--- src/rtl/uart_kbd_pkg.sv ---
// Shared Hack memory-map constants and UART receiver state encoding.
// Imported by the keyboard receiver, its top level and the bench.
package uart_kbd_pkg;

  localparam logic [14:0] KBD_ADDR_DEFAULT = 15'h6000;
  localparam logic [14:0] LED_ADDR         = 15'h4000;

  typedef enum logic [1:0] {
    IDLE  = 2'd0,
    START = 2'd1,
    DATA  = 2'd2,
    STOP  = 2'd3
  } rx_state_t;

  // True when the CPU stores to the keyboard register, which acknowledges the key.
  function automatic logic is_kbd_write(input logic       wr,
                                        input logic [14:0] addr,
                                        input logic [14:0] kbd_addr);
    return wr && (addr == kbd_addr);
  endfunction

endpackage

--- src/rtl/uart_kbd_if.sv ---
// CPU data-memory side of the keyboard register: address, write strobe
// and the register value the computer muxes onto inM.
interface uart_kbd_if;
  logic [14:0] addressM;
  logic        writeM;
  logic [15:0] kbdOut;

  modport master (output addressM, output writeM, input  kbdOut);
  modport slave  (input  addressM, input  writeM, output kbdOut);
endinterface

--- src/rtl/uart_rx.sv ---
// 8N1 UART receiver: two-flop synchronizer, mid-bit sampling FSM,
// one-cycle valid / frameErr pulses with the received byte.
module uart_rx
  import uart_kbd_pkg::*;
#(
  parameter int CLKS_PER_BIT = 434
) (
  input  logic       clk,
  input  logic       reset,
  input  logic       rx,
  output logic [7:0] data,
  output logic       valid,
  output logic       frameErr
);

  localparam int CNT_W = $clog2(CLKS_PER_BIT);
  localparam logic [CNT_W-1:0] HALF_CNT = CNT_W'(CLKS_PER_BIT / 2 - 1);
  localparam logic [CNT_W-1:0] FULL_CNT = CNT_W'(CLKS_PER_BIT - 1);

  rx_state_t        state_reg;
  logic             rx_meta_reg;
  logic             rx_sync_reg;
  logic             rx_prev_reg;
  logic [CNT_W-1:0] cnt_reg;
  logic [2:0]       bit_idx_reg;
  logic [7:0]       shift_reg;
  logic [7:0]       data_reg;
  logic             valid_reg;
  logic             frame_err_reg;

  always_ff @(posedge clk or posedge reset) begin
    if (reset) begin
      state_reg     <= IDLE;
      rx_meta_reg   <= 1'b1;
      rx_sync_reg   <= 1'b1;
      rx_prev_reg   <= 1'b1;
      cnt_reg       <= '0;
      bit_idx_reg   <= '0;
      shift_reg     <= '0;
      data_reg      <= '0;
      valid_reg     <= 1'b0;
      frame_err_reg <= 1'b0;
    end else begin
      rx_meta_reg   <= rx;
      rx_sync_reg   <= rx_meta_reg;
      rx_prev_reg   <= rx_sync_reg;
      valid_reg     <= 1'b0;
      frame_err_reg <= 1'b0;

      case (state_reg)
        IDLE: begin
          cnt_reg     <= '0;
          bit_idx_reg <= '0;
          // Edge-qualified start: a line still low after reset or a framing
          // error is not mistaken for a new start bit.
          if (rx_prev_reg && !rx_sync_reg) begin
            state_reg <= START;
          end
        end

        START: begin
          if (cnt_reg == HALF_CNT) begin
            cnt_reg   <= '0;
            state_reg <= rx_sync_reg ? IDLE : DATA;
          end else begin
            cnt_reg <= cnt_reg + 1'b1;
          end
        end

        DATA: begin
          if (cnt_reg == FULL_CNT) begin
            cnt_reg     <= '0;
            shift_reg   <= {rx_sync_reg, shift_reg[7:1]};
            bit_idx_reg <= bit_idx_reg + 1'b1;
            if (bit_idx_reg == 3'd7) begin
              state_reg <= STOP;
            end
          end else begin
            cnt_reg <= cnt_reg + 1'b1;
          end
        end

        STOP: begin
          if (cnt_reg == FULL_CNT) begin
            cnt_reg   <= '0;
            state_reg <= IDLE;
            if (rx_sync_reg) begin
              valid_reg <= 1'b1;
              data_reg  <= shift_reg;
            end else begin
              frame_err_reg <= 1'b1;
            end
          end else begin
            cnt_reg <= cnt_reg + 1'b1;
          end
        end

        default: state_reg <= IDLE;
      endcase
    end
  end

  assign data     = data_reg;
  assign valid    = valid_reg;
  assign frameErr = frame_err_reg;

endmodule

--- src/rtl/uart_kbd.sv ---
// Hack keyboard register fed by a UART: latches each received byte,
// cleared when the CPU writes to the keyboard address.
module uart_kbd
  import uart_kbd_pkg::*;
#(
  parameter int          CLKS_PER_BIT = 434,
  parameter logic [14:0] KBD_ADDR     = KBD_ADDR_DEFAULT
) (
  input  logic       clk,
  input  logic       reset,
  input  logic       rx,
  uart_kbd_if.slave  cpu,
  output logic       rxError
);

  logic [7:0]  rx_data;
  logic        rx_valid;
  logic        rx_frame_err;
  logic [15:0] kbd_reg;

  uart_rx #(
    .CLKS_PER_BIT (CLKS_PER_BIT)
  ) u_rx (
    .clk      (clk),
    .reset    (reset),
    .rx       (rx),
    .data     (rx_data),
    .valid    (rx_valid),
    .frameErr (rx_frame_err)
  );

  // A load beats a same-cycle clear so a keystroke is never dropped.
  always_ff @(posedge clk or posedge reset) begin
    if (reset) begin
      kbd_reg <= '0;
    end else if (rx_valid) begin
      kbd_reg <= {8'h00, rx_data};
    end else if (is_kbd_write(cpu.writeM, cpu.addressM, KBD_ADDR)) begin
      kbd_reg <= '0;
    end
  end

  assign cpu.kbdOut = kbd_reg;
  assign rxError    = rx_frame_err;

endmodule

--- src/flat_wrapper.sv ---
// flat-port wrapper written by rule: the top's interface ports become plain ports
module uart_kbd_flat import uart_kbd_pkg::*;
#(
  parameter int          CLKS_PER_BIT = 434,
  parameter logic [14:0] KBD_ADDR     = KBD_ADDR_DEFAULT
)
  (clk, reset, rx, rxError, cpu_addressM, cpu_writeM, cpu_kbdOut);
  uart_kbd_if cpu_i ();
  input  logic clk;
  input  logic reset;
  input  logic rx;
  output logic rxError;
  input wire logic [$bits(cpu_i.addressM)-1:0] cpu_addressM;
  input wire logic [$bits(cpu_i.writeM)-1:0] cpu_writeM;
  output wire logic [$bits(cpu_i.kbdOut)-1:0] cpu_kbdOut;
  assign cpu_i.addressM = cpu_addressM;
  assign cpu_i.writeM = cpu_writeM;
  assign cpu_kbdOut = cpu_i.kbdOut;
  uart_kbd #(.CLKS_PER_BIT(CLKS_PER_BIT), .KBD_ADDR(KBD_ADDR)) u_core (.clk(clk), .reset(reset), .rx(rx), .cpu(cpu_i), .rxError(rxError));
endmodule
--- config.mk ---
export PLATFORM = sky130hd
export DESIGN_NAME = uart_kbd_flat
export DESIGN_NICKNAME = d
export VERILOG_FILES = /design/src/rtl/uart_kbd_pkg.sv /design/src/rtl/uart_kbd_if.sv /design/src/rtl/uart_rx.sv /design/src/rtl/uart_kbd.sv /design/src/flat_wrapper.sv
export SDC_FILE = /design/constraint.sdc
export NUM_CORES = 1
export LEC_CHECK = 0
export ABC_AREA = 1
export BUFFER_PORTS_ARGS = -buffer_cell sky130_fd_sc_hd__buf_2
export CORE_MARGIN = 2
export CORE_UTILIZATION = 44
export CTS_CLUSTER_DIAMETER = 30
export DETAILED_ROUTE_END_ITERATION = 16
export PLACE_DENSITY = 0.65
export SYNTH_ARGS = -nofsm -noshare
export SYNTH_HDL_FRONTEND = slang
export SYNTH_HIERARCHICAL = 1
export SYNTH_SLANG_ARGS = --single-unit
--- constraint.sdc ---
create_clock -name clk -period 1.31 [get_ports clk]
set_input_delay 0.131 -clock clk [delete_from_list [all_inputs] [get_ports clk]]
set_output_delay 0.131 -clock clk [all_outputs]
set_load 0.01 [all_outputs]
==> metrics.txt <==
root cell of the clock tree clkbuf_8; Maximum Capacitance Violations 0; number of global-route vias before repair about 1500; HPWL after DPL between 2 and 3 mm; sequential share of the synthesized area about half; clock buffer depth 2; residual DRC count 0; Die X just over 70 µm; Cell variety after synth 25; clock slew at reported path FFs 90 ps; clock latency on the worst-skew pair ~300 ps; antenna violations before repair 0; chip height slightly above 70 µm; switching part of the total power between 30% and 40%; die area 0.00529 mm²; vias between 1500 and 2000; Pre-antenna DRT Iters 4; Routability Congestion between 0.8 and 0.9; cells after synthesis 229; antenna violation net count after detailed routing 0; CP max stage cell dfrtp_2; critical path fanouts, max 3; Final Max Tran Viols 0; Final Hold Vio Count 0; H-tree levels 2; total leakage power 0.00128 µW; CTS tree built; Tcrit/Tclk final 108%; IO Pins 36; Post-Syn Area per Cell just over 9 µm²; multi-input logic area between 0.001 and 0.0015 mm²; slack of the critical path -110 ps; violated checks setup timing; largest net degree at the start of global routing 36; Area Overhead vs Synth 33.1%; switching pwr around 1200 µW; Reg area around 0.0011 mm²; post-place setup slack -181 ps; Global Route Usage Sum between 10% and 20%; Seq pwr share between 40 and 50%; drt via density approximately 4.8; RSZ-0062 raised after global routing yes; power per cell area ~1200 mW/mm²; Initial Util between 40 and 50%; most frequent CP cell nor2_1; clock sink count 43; global-route wire length before repair roughly 6.7 mm; CP max stage delay 420 ps; crit path cell chain buf_4 -> ha_2 -> nand4_1 -> nor2_1 -> xor2_1 -> nor2_1; CP startpoint kind flop; IO buf count 27; Yosys Warn Count 6; Finished Core Util roughly three fifths; DR WL/cell approximately 12 µm; Final nets slightly above 300; synthesized cell area ~0.0021 mm²; core area about 0.0046 mm²; outcome complete, but fails checks; kind of critical path reg -> reg; Max Fclk between 700 and 800 MHz; commonest non-fill, non-tap cell in the layout nand2_1; maximum vdd drop 691 µV; remaining global-route overflow 0; combinational cell fraction of total power ~30%; share of layout cells above drive strength 1 between 40 and 50%; final setup vio count 28; commonest non-fill, non-tap cells in the layout nand2_1, dfrtp_1, buf_2; CP Buf/Inv Count 1; arrival time worst endpoint roughly 1600 ps; Ant. Diodes 0; Hold Path Class in -> async; cell internal pwr about 2200 µW; Worst EP required roughly 1500 ps; minimum clock period roughly 1400 ps; CP endpoint kind flop; row count 25; CTS Buf Count 5; Synth Register Bits 43; DR iter-0 viols 89; final total negative setup slack -1610 ps; Top delay family on crit path flip-flops; max reg flops 9; power share of the clock group 25.2%; drt total wl ~4.2 mm; fillers 382; Setup Skew between 9 and 10 ps; Final Power about 3500 µW
per-stage QoR:
stage	area (µm²)	hold WS, ps	std cells
5_1_grt	2770	328	341
3_5_place_dp	2350	101	323
6_report	2770	307	341
3_3_place_gp	2350	99.8	323
2_1_floorplan	2110	-53.3	236
4_1_cts	2560	309	334
worst reg2reg max path: cells and delay by family, from the launching register on:
family / cells / cell delay, ps
flops: 1 / 420
buf+inv: 1 / 140
fa+ha+maj: 1 / 190
xor+xnor: 1 / 210
simple gates: 3 / 350
synthesized netlist by cell type:
| cell | instances | area (µm²) |
|---|---|---|
| conb_1 | 1 | 3.75 |
| nand3_1 | 14 | 70.1 |
| nand3_4 | 1 | 17.5 |
| ha_1 | 5 | 62.6 |
| xnor2_1 | 1 | 8.76 |
| nand2_1 | 58 | 218 |
| xor2_1 | 3 | 26.3 |
| nand2_4 | 2 | 22.5 |
| a21oi_1 | 2 | 10.0 |
| o21ai_2 | 17 | 149 |
| nand4_1 | 4 | 25.0 |
| inv_2 | 4 | 15.0 |
| inv_1 | 24 | 90.1 |
| dfstp_2 | 3 | 78.8 |
| nand2_2 | 5 | 31.3 |
| inv_6 | 1 | 8.76 |
| nor2_4 | 1 | 11.3 |
| dfrtp_1 | 40 | 1000 |
| buf_4 | 9 | 67.6 |
| nor2_1 | 21 | 78.8 |
| nor3_1 | 4 | 20.0 |
| o21ai_0 | 3 | 15.0 |
| buf_6 | 2 | 22.5 |
| nor2_2 | 3 | 18.8 |
| a31oi_1 | 1 | 6.26 |
what timing repair did:
action,CTS,global route
pin swaps,10,11
endpoints found under the hold margin,41,0
hold buffers,2,0
setup buffers,1,5
cloned,1,2
resized for setup,23,27
setup endpoints to repair,32,32
power groups by stage:
| stage | combinational, µW | sequential (µW) | clock [µW] |
|---|---|---|---|
| 2_1_floorplan | 477 | 1520 | 0 |
| 3_3_place_gp | 756 | 1510 | 0 |
| 3_5_place_dp | 767 | 1510 | 0 |
| 4_1_cts | 878 | 1500 | 898 |
| 5_1_grt | 1170 | 1530 | 945 |
| 6_report | 1070 | 1510 | 871 |
layout make-up:
cell class	instances	share of cell area [%]
clock buffer	5	2.49
multi-input combinational	156	36.9
tap	54	2.44
clock inverter	3	0.859
sequential	43	39.1
timing repair buffer	51	13.8
inverter	29	4.48
cell families (layout without fill, tap and decap cells):
logic type / count (synthesis) / in the layout / synth area share (%)
AOI/OAI and AO/OA: 23 / 23 / 8.67
xor gates and xnor gates: 4 / 4 / 1.69
adders and majority gates: 5 / 5 / 3.01
buffers and inverters: 40 / 88 / 9.81
DFF: 43 / 43 / 52.0
other: 1 / 8 / 0.180
and+or+nand+nor: 113 / 116 / 24.7
layer usage:
metal  track usage, %  up-vias  part of all wire (%)
met5                0        -                     0
met4             7.00        0                   1.8
met3             4.56        7                   4.6
met2             26.2       44                    50
met1             21.6      763                    44
li1                 -      817                     -
final timing paths:
kind	from	endpoint	slack, ps	cells past startpoint
setup / recovery	u_core/u_rx/cnt_reg[0]	u_core/u_rx/cnt_reg[8]	-110	6
hold / removal	reset	u_core/cpu.kbdOut[5]	310	3
setup reg to reg	u_core/u_rx/cnt_reg[0]	u_core/u_rx/cnt_reg[8]	-110	6
hold reg to reg	u_core/u_rx/rx_meta_reg	u_core/u_rx/rx_sync_reg	360	0
max in group asynchronous	reset	u_core/u_rx/rx_meta_reg	480	4
min in group clk	cpu_addressM[8]	u_core/cpu.kbdOut[2]	310	7
No activity file was read; power rests on OpenSTA's default activity.
